<file path="src/rtl/yutorina_bus_if.sv">
// -----------------------------------------------------------------------------
// yutorina_bus_if
//
// Master-side bus interface between one CPU memory stage (instruction fetch or
// memory access) and one master port of the shared YutorinaCPU bus. It turns a
// single-cycle access strobe from the pipeline into the full request / grant /
// address-strobe / ready handshake. It keeps the pipeline busy until the bus
// cycle finishes, latches read data and flags a bus timeout.
//
// Parameters
//   TIMEOUT     ACCESS cycles without bus_rdy_ before the cycle is abandoned
//               (1..255; the counter is 8 bits wide).
//
// Ports
//   clk         system clock, rising edge
//   rst         asynchronous active-low reset
//   stall       pipeline stall; holds DONE while high
//   flush       pipeline flush; cancels a request that has not been granted
//   addr        word address from the pipeline
//   as_         active-low access strobe from the pipeline (sampled in IDLE)
//   rw          access direction, 1 = read, 0 = write
//   w_data      write data from the pipeline
//   r_data      latched read data (registered)
//   busy        pipeline stall request (combinational)
//   err         completed cycle timed out (registered)
//   bus_req_    active-low bus request to the arbiter
//   bus_grnt_   active-low grant from the arbiter
//   bus_addr    address to the master mux
//   bus_as_     active-low address strobe to the master mux
//   bus_rw      direction to the master mux
//   bus_w_data  write data to the master mux
//   bus_r_data  read data from the slave mux
//   bus_rdy_    active-low ready from the slave mux
// -----------------------------------------------------------------------------
module yutorina_bus_if #(
  parameter int unsigned TIMEOUT = 255
) (
  input  logic        clk,
  input  logic        rst,
  input  logic        stall,
  input  logic        flush,
  input  logic [29:0] addr,
  input  logic        as_,
  input  logic        rw,
  input  logic [31:0] w_data,
  output logic [31:0] r_data,
  output logic        busy,
  output logic        err,
  output logic        bus_req_,
  input  logic        bus_grnt_,
  output logic [29:0] bus_addr,
  output logic        bus_as_,
  output logic        bus_rw,
  output logic [31:0] bus_w_data,
  input  logic [31:0] bus_r_data,
  input  logic        bus_rdy_
);

  typedef enum logic [1:0] {
    IDLE   = 2'd0,
    REQ    = 2'd1,
    ACCESS = 2'd2,
    DONE   = 2'd3
  } state_e;

  // Counter value at which the last permitted ACCESS cycle is sampled.
  localparam logic [7:0] CNT_LAST = 8'(TIMEOUT - 1);

  state_e      state_q;
  logic [7:0]  cnt_q;
  logic [31:0] r_data_q;
  logic        err_q;
  logic        bus_req_q;
  logic [29:0] bus_addr_q;
  logic        bus_as_q;
  logic        bus_rw_q;
  logic [31:0] bus_w_data_q;

  // ---------------------------------------------------------------------------
  // Handshake FSM with registered outputs
  // ---------------------------------------------------------------------------
  always_ff @(posedge clk or negedge rst) begin
    if (!rst) begin
      state_q      <= IDLE;
      cnt_q        <= '0;
      r_data_q     <= '0;
      err_q        <= 1'b0;
      bus_req_q    <= 1'b1;
      bus_addr_q   <= '0;
      bus_as_q     <= 1'b1;
      bus_rw_q     <= 1'b1;
      bus_w_data_q <= '0;
    end else begin
      case (state_q)
        IDLE: begin
          if (!as_ && !flush) begin
            // The bus_* attribute registers keep this access until the next
            // accepted one, so they double as the request holding registers.
            bus_addr_q   <= addr;
            bus_rw_q     <= rw;
            bus_w_data_q <= w_data;
            bus_req_q    <= 1'b0;
            state_q      <= REQ;
          end
        end

        REQ: begin
          // Flush wins over a simultaneous grant: nothing has been issued yet.
          if (flush) begin
            bus_req_q <= 1'b1;
            state_q   <= IDLE;
          end else if (!bus_grnt_) begin
            bus_as_q <= 1'b0;
            cnt_q    <= '0;
            state_q  <= ACCESS;
          end
        end

        ACCESS: begin
          // Strobe is a single-cycle pulse; flush and grant are ignored here.
          bus_as_q <= 1'b1;
          if (!bus_rdy_) begin
            if (bus_rw_q) begin
              r_data_q <= bus_r_data;
            end
            bus_req_q <= 1'b1;
            err_q     <= 1'b0;
            state_q   <= DONE;
          end else if (cnt_q == CNT_LAST) begin
            r_data_q  <= '0;
            err_q     <= 1'b1;
            bus_req_q <= 1'b1;
            state_q   <= DONE;
          end else begin
            cnt_q <= cnt_q + 8'd1;
          end
        end

        DONE: begin
          if (!stall) begin
            err_q   <= 1'b0;
            state_q <= IDLE;
          end
        end

        default: begin
          state_q <= IDLE;
        end
      endcase
    end
  end

  // ---------------------------------------------------------------------------
  // Pipeline busy: asserted as soon as a strobe is accepted, released in DONE
  // ---------------------------------------------------------------------------
  always_comb begin
    busy = 1'b0;
    case (state_q)
      IDLE:    busy = ~as_ & ~flush;
      REQ:     busy = 1'b1;
      ACCESS:  busy = 1'b1;
      DONE:    busy = 1'b0;
      default: busy = 1'b0;
    endcase
  end

  assign r_data     = r_data_q;
  assign err        = err_q;
  assign bus_req_   = bus_req_q;
  assign bus_addr   = bus_addr_q;
  assign bus_as_    = bus_as_q;
  assign bus_rw     = bus_rw_q;
  assign bus_w_data = bus_w_data_q;

endmodule

</file>
<file path="config.mk">
export PLATFORM = sky130hd
export DESIGN_NAME = yutorina_bus_if
export DESIGN_NICKNAME = d
export VERILOG_FILES = /design/src/rtl/yutorina_bus_if.sv
export SDC_FILE = /design/constraint.sdc
export NUM_CORES = 1
export LEC_CHECK = 0
export CORE_MARGIN = 10
export CORE_UTILIZATION = 45
export DETAILED_ROUTE_END_ITERATION = 7
export PLACE_DENSITY = 0.86
export SLEW_MARGIN = 0
export SYNTH_ARGS = -nofsm -noshare
export SYNTH_HDL_FRONTEND = slang
export SYNTH_SLANG_ARGS = --single-unit
</file>
<file path="constraint.sdc">
create_clock -name clk -period 3.2 [get_ports clk]
set_clock_uncertainty 0.05 [all_clocks]
set_input_delay 0.64 -clock clk [delete_from_list [all_inputs] [get_ports clk]]
set_output_delay 0.64 -clock clk [all_outputs]
set_load 0.005 [all_outputs]
</file>
======== Word level (Yosys, flattened, before mapping) ========
Index checks and enable logic that the tools add are counted.
cells by class
  add/sub/neg operators ................... 1
  multiply operators ...................... 0
  divide/modulo/power cells ............... 0
  $lt $le $gt $ge ......................... 0
  equal/unequal tests ..................... 14
  shifts and indexed selects .............. 0
  multiplexer cells ....................... 27
  bitwise operators ....................... 3
  reduce and logical (&&, ||, !) cells .... 16
operators with widths
  operator               count
  $mux W32               3
  $mux W8                4
  $pmux W8 S2            1
  $ne A2 B2 Y1 const B   7
  $mux W2                6
  $reduce_and A3 Y1      3
  $add A8 B1 Y8 const B  1
  $eq A8 B8 Y1 const B   1
  $mux W1                8
  $pmux W2 S4            1
  $reduce_and A4 Y1      2
  $ne A3 B3 Y1 const B   2
  $pmux W1 S3            2
  $reduce_bool A2 Y1     3
  $reduce_and A5 Y1      1
  $eq A2 B2 Y1 const B   2
  $pmux W1 S2            2
  $reduce_bool A3 Y1     1
  $eq A2 B1 Y1 const B   1
  $logic_not A1 Y1       2
  $logic_not A2 Y1       1
  $ne A2 B1 Y1 const B   1
  $not A1 Y1             2
  $reduce_and A2 Y1      1
  3 further kinds        3
word-level totals
  register bits ........................... 108
  bits in latches ......................... 0
  memory bits (writable) .................. 0
  ROM bits ................................ 0
  bits of input ports ..................... 102
  output and inout port bits .............. 99
  logic and storage cells ................. 70
  memories ................................ 0

======== Depth between registers and ports, before layout ========
  depth after elaboration ................. 4
  depth in mapped cells ................... 8
  depth with buffers taken out ............ 6

======== Worst setup path before layout ========
No wires, ideal clock.
  kind .................................... register -> output
  start ................................... register state_q[0]
  end ..................................... output busy
  data arrival time ....................... 1.366 ns
  data required time ...................... 2.510 ns
  slack ................................... 1.144 ns
  cell stages (with the launch flop) ...... 7
  buffers on the path ..................... 1
  path through ............................ dfrtp_1 -> inv_1 -> ha_1 -> inv_1 -> nor3_4 -> buf_2 -> a21o_1
between the ends
  cells in the longest elaborated chain, start to end .. 3
  elaborated cells between the ends (all ways) .. 6
  those cells by class .................... eq/ne: 3; mux: 1; reduce/logical: 2
ends and longest elaborated chain
  what                                                 line  text
  from (decl)                                          69    state_e state_q;
  from (signal assigned)                               84    state_q <= IDLE;
  from (signal assigned)                               103   state_q <= REQ;
  from (signal assigned)                               111   state_q <= IDLE;
  $eq A2 B2 Y1 / $eq A2 B1 Y1 (equally long branches)  158   case (state_q)
  $reduce_or A2 Y1 (no source line)                    n/a
  $pmux W1 S3 (*)                                      158
  to (decl)                                            47    output logic busy,
Mark *: on every way between the ends. The rest lies on a longest branch, timed or not.

======== Worst setup path after layout ========
  start ................................... input flush
  end ..................................... output busy
between the ends
  cells in the longest elaborated chain, start to end .. 3
ends and longest elaborated chain
  what           line  text
  from (decl)    41    input logic flush,
  $not A1 Y1     159   IDLE: busy = ~as_ & ~flush;
  $and A1 B1 Y1  159
  $pmux W1 S3    158
No other way between the ends.

==> out/results.ini <==
[timing]
min_period_ns = 2.69
drv_slew = 0
setup_tns_ns = 0
rsz0062_at_grt = no
clock.fmax_mhz = 372
post-route-period-util_pct = 84.0
hold_viol = 0
slew_headroom_pct = 21.0
setup_viol = 0
worst_slew_pin_slew_ns = 1.18
hold_slack_ns = 0.217

[power_and_ir_drop]
power_density_mw_per_mm2 = 866
clkPwrFrac_pct = 14.0
seqPwrFrac_pct = 41.1
p_leak_nw = 2.83
switchingPower_mw = 1.68
combPwrFrac_pct = 44.9
p_int_mw = 4.10
worst_ir_drop_vdd_v = 0.000441
p_sw_share_pct = 29.1

[setup_path]
cp_data_required_time_ns = 2.51
crit_path_end_kind = primary output
critPathLaunch = flush
critical_path_peak_fanout = 5
slowest_stage = clkdlybuf4s50_1
r2r_cells = 4
r2r_slack_ns = 0.70
crit_path_max_incr_delay_ns = 0.53
critPathLaunchType = primary input
crit_type = in -> out
crit_chain = clkdlybuf4s50_1 -> nor3_4 -> a21o_1 -> clkdlybuf4s50_1
worstPathArrival_ns = 2.00
cp_common_cell = clkdlybuf4s50_1
r2r-start = state_q[0]
worstReg2RegEnd = r_data[18]

[synthesis]
avgSynthCellArea_um2 = 14.5
synth_cell_types = 41
ys_warn_count = 0
yosys.area.top_type = dfrtp_1
netlist_instances = 301
synth_top_area_share_pct = 60.3
synth_nets = 411
synth_flop_cell = dfrtp_1
ys_seq_area_share_pct = 62.1
synth_enable_flop_cells = 0
syn-cell-area_mm2 = 0.00436
synthArstFlopShare_pct = 100
ys_ff_latch = 108
netlist_top_cells_area = dfrtp_1, mux2_2, a22o_1

[clocking]
holdBufCountCts = 0
cts_buffer_depth = 2
numCtsBuffers = 9
root_buffer = clkbuf_8
cts_tree = yes
cts_setup_buffers = 0
clock_sinks = 108
clkLatencyLatePin_ns = 0.34
htree_levels = 3
clk_pin_slew_worst_paths_ns = 0.10
post_cts_resized = 0

[route]
viasPerCell = 5.12
finalWirelength_um = 12500
antenna_left = 0
dr.first_iter.drc_count = 168
routedWlPerCell_um = 19.7
drc = 0
vias = 3248
drt-pass1-iter-count = 4

[placed_design]
port_buffers = 200
place_congestion = 0.763
dpl.hpwl_um = 9590

[global_route]
grt.total_usage_pct = 17.6
grt_max_degree = 68
grt_antenna_before_repair = 0
top_usage_layer = met2
use_met1_pct = 20.1
grt_pass1_vias = 3642
met2_usage_pct = 30.3
grt_pass1_wl_um = 20200
grt_use_met3_pct = 7.47
grt_overflow = 0

[floorplan]
ios = 201
core_area_mm2 = 0.00933
die-area_mm2 = 0.0140
die_w_um = 118
die_h_um = 118
rows = 35
start_util_pct = 46.7

[layout]
diodes = 0
utilization_pct = 71.5
nets = 610
multi_input_area_mm2 = 0.00155
ff_latch_area_mm2 = 0.00271
layout-drive-gt1-share_pct = 17.6
fillers = 669
synthToLayoutAreaGrowth_pct = 53.1

[flow_run]
maxCapViolCount = 0

[hold_path]
hold_path_class = in -> async

[run_status]
outcome = complete, no violations

[synthesized netlist by cell type (all sizes together), types with 2 or more instances]
library cell / number
nor3: 3
a22o: 32
nand2b: 3
nand3: 6
nor2: 2
a21oi: 5
o31ai: 3
nor2b: 2
dfrtp: 105
ha: 8
buf: 14
o21ai: 11
nand2: 9
o211ai: 2
inv: 7
dfstp: 3
mux2: 65
nand4: 4
or3: 2
[worst max-delay path, delay by kind of cell]
| kind | cells | cell delay [ns] |
|---|---|---|
| AOI/OAI and AO/OA | 1 | 0.11 |
| buffers and inverters | 2 | 1.03 |
| and+or+nand+nor | 1 | 0.22 |
[power groups by stage]
| stage | Clock, mW | Sequential [mW] | Combinational (mW) |
|---|---|---|---|
| 2_1_floorplan | 0 | 2.41 | 0.929 |
| 3_3_place_gp | 0 | 2.34 | 2.58 |
| 3_5_place_dp | 0 | 2.40 | 2.64 |
| 4_1_cts | 0.830 | 2.39 | 2.66 |
| 5_1_grt | 0.892 | 2.47 | 2.81 |
| 6_report | 0.809 | 2.38 | 2.60 |
[worst max path at each step]
stage	endpoint	cells after the start
floorplan	busy	6
global placement	busy	4
detailed placement	busy	4
CTS	busy	4
global route	busy	4
finish	busy	4
[stage by stage]
step	area, um2	std cells	setup WS [ns]	power (mW)
after floorplan	4360	301	1.14	3.33
after CTS	6670	634	0.499	5.87
after global placement	6480	618	0.519	4.92
after global routing	6670	634	0.457	6.17
after detailed placement	6480	618	0.508	5.04
final	6670	634	0.512	5.78
[final cells by class]
class,instances,share of cell area (%)
Sequential cell,108,40.6
Timing Repair Buffer,203,30.5
Multi-Input combinational cell,171,23.2
Tap cell,129,2.42
Clock buffer,11,1.97
Clock inverter,5,0.938
Inverter,7,0.394
[metal layers]
layer / part of all wire (%) / vias up
met5: 0 / -
met4: 0.65 / 0
met3: 9.2 / 8
met2: 50 / 139
met1: 40 / 1606
li1: - / 1495
[sequential cells by signal (all words and copies together) (netlist names), named ones only]
name / cells
bus_as_: 1
r_data: 32
bus_addr: 30
bus_rw: 1
bus_req_: 1
cnt_q: 8
bus_w_data: 32
state_q: 1
err: 1
[layout by cell type, fill, tap and decap left out, types with 5 or more instances in the layout]
cell             instances
clkdlybuf4s50_1        199
dfrtp_1                105
mux2_2                  58
a22o_1                  32
o21ai_0                 10
nand2_1                  9
clkbuf_8                 9
ha_1                     8
inv_1                    7
mux2_1                   7
nand3_1                  6
a21oi_1                  5
[logic make-up (layout without fill, tap and decap cells)]
logic type | count (synthesis) | after routing | share of synthesized area, %
buffers and inverters | 22 | 226 | 2.44
AO/OA/AOI/OAI | 59 | 59 | 10.5
AND/OR/NAND/NOR | 38 | 38 | 5.65
adder cells (fa/ha/maj) | 8 | 8 | 2.30
flip-flops | 108 | 108 | 62.1
multiplexers | 66 | 66 | 17.0
No activity file was read; power rests on OpenSTA's default activity.
